`src/rtl/nibble_serial_addsub_ctrl_if.sv`:
```
// Operand/result bundle between requester (master) and the nibble-serial add/sub engine (slave).
interface nibble_serial_addsub_ctrl_if;
  localparam int unsigned DW = 16;

  logic          start;
  logic          op;
  logic [DW-1:0] A;
  logic [DW-1:0] B;
  logic          busy;
  logic          done;
  logic [DW-1:0] result;
  logic          cout;
  logic          ovf;

  modport master (
    output start, op, A, B,
    input  busy, done, result, cout, ovf
  );

  modport slave (
    input  start, op, A, B,
    output busy, done, result, cout, ovf
  );
endinterface

```
`src/rtl/nibble_serial_addsub_ctrl.sv`:
```
// 16-bit add/subtract computed one nibble per cycle through a single 4-bit adder slice.
// Optional signed overflow detection is built only when ADDSUB_OVF_EN is defined.
module nibble_serial_addsub_ctrl (
  input logic                         clk,
  input logic                         rst_n,
  nibble_serial_addsub_ctrl_if.slave  bus
);
  localparam int unsigned DW = 16;
  localparam int unsigned SW = 4;

  localparam logic [1:0] IDLE = 2'd0;
  localparam logic [1:0] RUN  = 2'd1;
  localparam logic [1:0] DONE = 2'd2;

  logic [1:0]    state_q, state_d;
  logic [1:0]    cnt_q, cnt_d;
  logic          carry_q, carry_d;
  logic          op_q, op_d;
  logic [DW-1:0] a_q, a_d;
  logic [DW-1:0] b_q, b_d;
  logic [DW-1:0] result_q, result_d;
  logic          cout_q, cout_d;
  logic          busy_q, busy_d;
  logic          done_q, done_d;
`ifdef ADDSUB_OVF_EN
  logic          ovf_q, ovf_d;
  logic          carry_into_msb;
`endif

  // The one shared 4-bit full-adder slice; B is inverted for subtract, carry seeds with op.
  logic [SW-1:0] slice_a, slice_b, slice_sum;
  logic          slice_carry;
  logic [SW:0]   slice_full;

  assign slice_a     = SW'(a_q >> {cnt_q, 2'b00});
  assign slice_b     = SW'(b_q >> {cnt_q, 2'b00}) ^ {SW{op_q}};
  assign slice_full  = (SW+1)'(slice_a) + (SW+1)'(slice_b) + (SW+1)'(carry_q);
  assign slice_sum   = slice_full[SW-1:0];
  assign slice_carry = slice_full[SW];

`ifdef ADDSUB_OVF_EN
  assign carry_into_msb = slice_a[SW-1] ^ slice_b[SW-1] ^ slice_sum[SW-1];
`endif

  always_comb begin
    state_d  = state_q;
    cnt_d    = cnt_q;
    carry_d  = carry_q;
    op_d     = op_q;
    a_d      = a_q;
    b_d      = b_q;
    result_d = result_q;
    cout_d   = cout_q;
    busy_d   = busy_q;
    done_d   = 1'b0;
`ifdef ADDSUB_OVF_EN
    ovf_d    = ovf_q;
`endif
    case (state_q)
      IDLE: begin
        if (bus.start) begin
          a_d     = bus.A;
          b_d     = bus.B;
          op_d    = bus.op;
          carry_d = bus.op;
          cnt_d   = 2'd0;
          busy_d  = 1'b1;
          state_d = RUN;
`ifdef ADDSUB_OVF_EN
          ovf_d   = 1'b0;
`endif
        end
      end
      RUN: begin
        case (cnt_q)
          2'd0: result_d[3:0]   = slice_sum;
          2'd1: result_d[7:4]   = slice_sum;
          2'd2: result_d[11:8]  = slice_sum;
          2'd3: result_d[15:12] = slice_sum;
          default: result_d = result_q;
        endcase
        carry_d = slice_carry;
        cnt_d   = cnt_q + 2'd1;
        if (cnt_q == 2'd3) begin
          cout_d  = slice_carry;
          done_d  = 1'b1;
          state_d = DONE;
`ifdef ADDSUB_OVF_EN
          ovf_d   = carry_into_msb ^ slice_carry;
`endif
        end
      end
      DONE: begin
        busy_d  = 1'b0;
        state_d = IDLE;
      end
      default: begin
        busy_d  = 1'b0;
        state_d = IDLE;
      end
    endcase
  end

  always_ff @(posedge clk) begin
    if (!rst_n) begin
      state_q  <= IDLE;
      cnt_q    <= 2'd0;
      carry_q  <= 1'b0;
      op_q     <= 1'b0;
      a_q      <= '0;
      b_q      <= '0;
      result_q <= '0;
      cout_q   <= 1'b0;
      busy_q   <= 1'b0;
      done_q   <= 1'b0;
`ifdef ADDSUB_OVF_EN
      ovf_q    <= 1'b0;
`endif
    end else begin
      state_q  <= state_d;
      cnt_q    <= cnt_d;
      carry_q  <= carry_d;
      op_q     <= op_d;
      a_q      <= a_d;
      b_q      <= b_d;
      result_q <= result_d;
      cout_q   <= cout_d;
      busy_q   <= busy_d;
      done_q   <= done_d;
`ifdef ADDSUB_OVF_EN
      ovf_q    <= ovf_d;
`endif
    end
  end

  assign bus.busy   = busy_q;
  assign bus.done   = done_q;
  assign bus.result = result_q;
  assign bus.cout   = cout_q;
`ifdef ADDSUB_OVF_EN
  assign bus.ovf    = ovf_q;
`else
  assign bus.ovf    = 1'b0;
`endif
endmodule

```
`src/flat_wrapper.sv`:
```
// flat-port wrapper written by rule: the top's interface ports become plain ports
module nibble_serial_addsub_ctrl_flat 
  (clk, rst_n, bus_start, bus_op, bus_A, bus_B, bus_busy, bus_done, bus_result, bus_cout, bus_ovf);
  nibble_serial_addsub_ctrl_if bus_i ();
  input logic clk;
  input logic rst_n;
  input wire logic [$bits(bus_i.start)-1:0] bus_start;
  input wire logic [$bits(bus_i.op)-1:0] bus_op;
  input wire logic [$bits(bus_i.A)-1:0] bus_A;
  input wire logic [$bits(bus_i.B)-1:0] bus_B;
  output wire logic [$bits(bus_i.busy)-1:0] bus_busy;
  output wire logic [$bits(bus_i.done)-1:0] bus_done;
  output wire logic [$bits(bus_i.result)-1:0] bus_result;
  output wire logic [$bits(bus_i.cout)-1:0] bus_cout;
  output wire logic [$bits(bus_i.ovf)-1:0] bus_ovf;
  assign bus_i.start = bus_start;
  assign bus_i.op = bus_op;
  assign bus_i.A = bus_A;
  assign bus_i.B = bus_B;
  assign bus_busy = bus_i.busy;
  assign bus_done = bus_i.done;
  assign bus_result = bus_i.result;
  assign bus_cout = bus_i.cout;
  assign bus_ovf = bus_i.ovf;
  nibble_serial_addsub_ctrl u_core (.clk(clk), .rst_n(rst_n), .bus(bus_i));
endmodule
```
`config.mk`:
```
export PLATFORM = sky130hd
export DESIGN_NAME = nibble_serial_addsub_ctrl_flat
export DESIGN_NICKNAME = d
export VERILOG_FILES = /design/src/rtl/nibble_serial_addsub_ctrl_if.sv /design/src/rtl/nibble_serial_addsub_ctrl.sv /design/src/flat_wrapper.sv
export SDC_FILE = /design/constraint.sdc
export NUM_CORES = 1
export LEC_CHECK = 0
export BUFFER_PORTS_ARGS = -buffer_cell sky130_fd_sc_hd__buf_2
export CORE_MARGIN = 2
export CORE_UTILIZATION = 50
export CTS_CLUSTER_DIAMETER = 80
export DETAILED_ROUTE_END_ITERATION = 7
export PLACE_DENSITY = 0.84
export SLEW_MARGIN = 40
export SYNTH_ARGS = -nofsm -noshare
export SYNTH_HDL_FRONTEND = slang
export SYNTH_SLANG_ARGS = --single-unit
```
`constraint.sdc`:
```
create_clock -name clk -period 4.04 [get_ports clk]
set_input_delay 0.202 -clock clk [delete_from_list [all_inputs] [get_ports clk]]
set_output_delay 0.202 -clock clk [all_outputs]
set_load 0.1 [all_outputs]
```
# Word level (Yosys, flattened, before mapping)

Index checks and enable logic that the tools add are counted.

Bits in registers: 57
Bits in latches: 0
Memory bits (writable): 0
Memory bits (read-only): 0
Input bits: 36
Word-level logic and storage cells: 48
Memories kept: 0

$add $sub $neg: 3
$mul: 0
Div/mod/pow operators: 0
$lt $le $gt $ge: 0
Equal/unequal tests: 6
Shift operators: 2
Mux-type cells: 10
Bitwise logic cells: 2
Reduce and logical (&&, ||, !) cells: 12

Operators by type and width:

| kind                | number |
|---|---|
| $shr 16x4->4        | 2 |
| $reduce_and 2->1    | 9 |
| $pmux 2 s2          | 2 |
| $mux 2              | 3 |
| $add 4x4->5         | 1 |
| $add 5x1->5         | 1 |
| $eq 2x1->1 const B  | 2 |
| $eq 2x2->1 const B  | 2 |
| $logic_not 2->1     | 2 |
| $pmux 1 s2          | 2 |
| $xor 4x4->4         | 1 |
| $mux 1              | 3 |
| $add 2x1->2 const B | 1 |
| $ne 2x1->1 const B  | 1 |
| $ne 2x2->1 const B  | 1 |
| $reduce_bool 2->1   | 1 |
| $not 1->1           | 1 |

# Logic depth before layout (Yosys ltp)

Depth in word-level cells: 5
Mapped depth: 8
Depth with buffers taken out: 7

# Worst setup path after synthesis

No wires, ideal clock.

Path type: reg-to-reg
Start: register u_core.cnt_q[0]
End: register u_core.carry_q
Library setup time: 0.133 ns
Arrival time: 2.433 ns
Path slack: 1.475 ns
Cell stages (with the launch flop): 9
Path buffers: 1
Clock period less this slack: 2.565 ns
Cells stage by stage: dfxtp_1 buf_4 mux4_2 xor2_1 fa_1 fa_1 and3_1 o21ai_0 a31oi_1

Cells in the longest elaborated chain, start to end: 5
Elaborated cells between the ends (all ways): 6
Those cells by class: 2 x add/sub; 2 x shift; 1 x mux; 1 x bitwise

RTL lines:

| element                | line                             | source |
|---|---|---|
| from (decl)            | nibble_serial_addsub_ctrl.sv:16  | `logic [1:0] cnt_q, cnt_d;` |
| from (signal assigned) | nibble_serial_addsub_ctrl.sv:121 | `cnt_q <= cnt_d;` |
| $shr 16x4->4           | nibble_serial_addsub_ctrl.sv:36  | `assign slice_b = SW'(b_q >> {cnt_q, 2'b00}) ^ {SW{op_q}};` |
| $xor 4x4->4            | nibble_serial_addsub_ctrl.sv:36  |  |
| $add 4x4->5 (*)        | nibble_serial_addsub_ctrl.sv:37  | `assign slice_full = (SW+1)'(slice_a) + (SW+1)'(slice_b) + (SW+1)'(carry_q);` |
| $add 5x1->5 (*)        | nibble_serial_addsub_ctrl.sv:37  |  |
| $pmux 1 s2 (*)         | nibble_serial_addsub_ctrl.sv:59  | `case (state_q)` |
| to (signal assigned)   | nibble_serial_addsub_ctrl.sv:122 | `carry_q <= carry_d;` |
| to (decl)              | nibble_serial_addsub_ctrl.sv:17  | `logic carry_q, carry_d;` |

Mark *: on every way between the ends. The rest lies on a longest branch, timed or not.
A chain may end at the register's enable or synchronous reset.

# Final worst setup path

Start: register u_core.cnt_q[1]
End: register u_core.result_q[14], in the netlist u_core.bus.result[14]

Cells in the longest elaborated chain, start to end: 4
Elaborated cells between the ends (all ways): 7
Those cells by class: 2 x add/sub; 1 x eq/ne; 2 x shift; 1 x bitwise; 1 x reduce/logical

RTL lines:

| element              | line                             | source |
|---|---|---|
| $shr 16x4->4         | nibble_serial_addsub_ctrl.sv:36  |  |
| $xor 4x4->4          | nibble_serial_addsub_ctrl.sv:36  |  |
| $add 4x4->5          | nibble_serial_addsub_ctrl.sv:37  |  |
| $add 5x1->5          | nibble_serial_addsub_ctrl.sv:37  |  |
| to (signal assigned) | nibble_serial_addsub_ctrl.sv:126 | `result_q <= result_d;` |
| to (decl)            | nibble_serial_addsub_ctrl.sv:21  | `logic [DW-1:0] result_q, result_d;` |

Several ways; a longest one is shown, not always the timed one.

==> metrics.txt <==
status=complete, no violations; syn_area_per_cell=9.18 um^2; die height=75.6 um; Total GRT Usage=20.8%; CP Capture Type=flop; grt ovf=0; clock transition at the registers of the reported paths=0.06 ns; RSZ-0062 raised after global routing=no; ant diodes=0; DRC errors left=0; crit path max fanout=12; Placer Congestion=0.871; leading cell type in the layout, fill and taps excluded=nand2_1; clock sinks=57; fin worst setup slack=1.34 ns; placement row count=26; Max Slew Vio Count=0; Max stage delay on crit path=0.63 ns; Yosys reg bits=57; number of synthesized flops with an enable pin=0; Leak=1.31 nW; Final Non-Filler Cells=400; first-pass GRT wire length=8830 um; initial core utilization=51.1%; worst slew pin tran=0.679 ns; Die ar.=5710 um^2; Crit-path slowest cell=dfxtp_1; drt wl/cell=13.2 um; pwr dens=439 nW/um^2; final hold violation count=0; Post-Route WL=5290 um; fmax=371 MHz; Post-DRT Antenna Nets=0; Netlist cell types=36; CTS H-tree lvls=3; first-pass iteration count of the detailed router=4; share of cells above drive strength 1=25.8%; Via-to-Cell Ratio=5.27; Worst R2R Start=u_core.cnt_q[1]$_SDFFE_PN0P_; Post-Synthesis Cells=279; worst skew pair latency=0.34 ns; WP data arrival=2.88 ns; Final period util=66.7%; Post-CTS Hold Fix Bufs=0; crit-path cells=mux4_2 -> xor2_1 -> fa_1 -> fa_1 -> xnor2_1 -> a211oi_1; initial detailed-routing violation count=92; setup violators final=0; Crit Path Class=flop to flop; Nets=372; Clock Path Buffers=2; Final min period=2.70 ns; dpl cells=386; synthesized cell area=2560 um^2; ys flop type=dfxtp_1; antenna violations before repair=0; syn_nets=324; largest net degree at the start of global routing=55; crit start category=flop; count of input and output buffers=54; total power=0.00131 W; vias in the first global route=2,009; worst endpoint required time=4.22 ns; CTS tree=built; Max Cap Viol=0; worst hold path class=input port to flop; CORE AREA=5010 um^2; DP HPWL=3680 um; Post-Route Skew=0.00635 ns; CTS resizes=0; Post-synth ARST share=0%; pre-CTS setup slack=1.36 ns; Crit path max-delay family=adder cells; CP Buf/Inv Count=0; cell mode on critical path=fa_1; number of buffers created by CTS=9; Post-CTS Setup Repair Bufs=0; Synthesis Warnings=0; Die X=75.6 um; Seq/Total Area, Yosys=44.5%; Root Driver=clkbuf_8; most frequent cells in the layout=nand2_1, dfxtp_1, buf_2; I/O Pins=56; setup TNS=0 ns; Slew Limit Headroom=54.7%; area growth from synthesis to layout=16.4%; peak supply drop=0.000235 V; Vias=2,106; Setup crit start=u_core.cnt_q[1]$_SDFFE_PN0P_; Hold Path Origin=bus_A[15]
registers in the layout, indices dropped and copies added, names as in the netlist, 2 cells and up:
signal,count
u_core.bus.result,16
u_core.b_q,16
u_core.cnt_q,2
u_core.state_q,2
u_core.a_q,16
metal layers:
metal	vias up	track usage, %	part of all wire (%)
li1	1049	-	-
met1	977	26.0	44
met2	67	33.2	48
met3	13	4.37	4.7
met4	0	12.3	2.3
met5	-	0	0
worst paths after layout:
kind / cells after the start / to / slack [ns]
min: 3 / u_core.a_q[15]$_SDFFE_PN0P_ / 0.10
min reg2reg: 2 / u_core.a_q[6]$_SDFFE_PN0P_ / 0.45
max: 6 / u_core.bus.result[14]$_SDFFE_PN0P_ / 1.34
max reg2reg: 6 / u_core.bus.result[14]$_SDFFE_PN0P_ / 1.34
Yosys cell counts (3+ instances only):
| cell type | number | area [um^2] |
|---|---|---|
| ha_1 | 7 | 87.6 |
| a21o_1 | 3 | 22.5 |
| a21oi_1 | 44 | 220 |
| a2111oi_0 | 4 | 35.0 |
| buf_6 | 7 | 78.8 |
| dfxtp_1 | 57 | 1140 |
| a211oi_1 | 5 | 37.5 |
| nor2_1 | 9 | 33.8 |
| buf_4 | 3 | 22.5 |
| nand2_1 | 84 | 315 |
| clkbuf_1 | 6 | 22.5 |
| xor2_1 | 4 | 35.0 |
| mux4_2 | 8 | 180 |
| and3_1 | 5 | 31.3 |
| a311o_1 | 4 | 40.0 |
report_power, final:
group          internal, W  switching, W
clock network     0.000291      0.000210
registers         0.000590     0.0000192
logic            0.0000667      0.000134
total             0.000947      0.000363
per-stage QoR:
stage	hold WS, ns	utilization (%)	area [um^2]
after global routing	0.107	59.5	2980
after detailed placement	0.448	55.8	2800
final	0.103	59.5	2980
after global placement	0.438	55.7	2790
after CTS	0.0856	59.5	2980
after floorplan	0.338	-	2560
worst min-delay path, delay by kind of cell:
family	cells	cell delay (ns)
buffers and inverters	1	0.10
AOI/OAI and AO/OA	1	0.05
and+or+nand+nor	1	0.04
area by class of cell:
class,count,area [um^2]
clock buffer,10,138
sequential,57,1140
tap,70,87.6
multi-input combinational,200,1270
fill,446,2030
timing repair buffer,56,285
clock inverter,4,45.0
inverter,3,12.5
cells by family (layout without fill, tap and decap cells):
| family | Yosys count | in the layout | share of synthesized area (%) |
|---|---|---|---|
| AND/OR/NAND/NOR | 111 | 111 | 20.3 |
| AO/OA/AOI/OAI | 65 | 65 | 15.1 |
| flip-flops | 57 | 57 | 44.5 |
| buffers and inverters | 22 | 73 | 5.81 |
| adder cells (fa/ha/maj) | 9 | 9 | 4.98 |
| multiplexers | 9 | 9 | 7.42 |
| XOR/XNOR | 5 | 5 | 1.71 |
| other | 1 | 1 | 0.146 |
(Power assumes the default switching activity.)
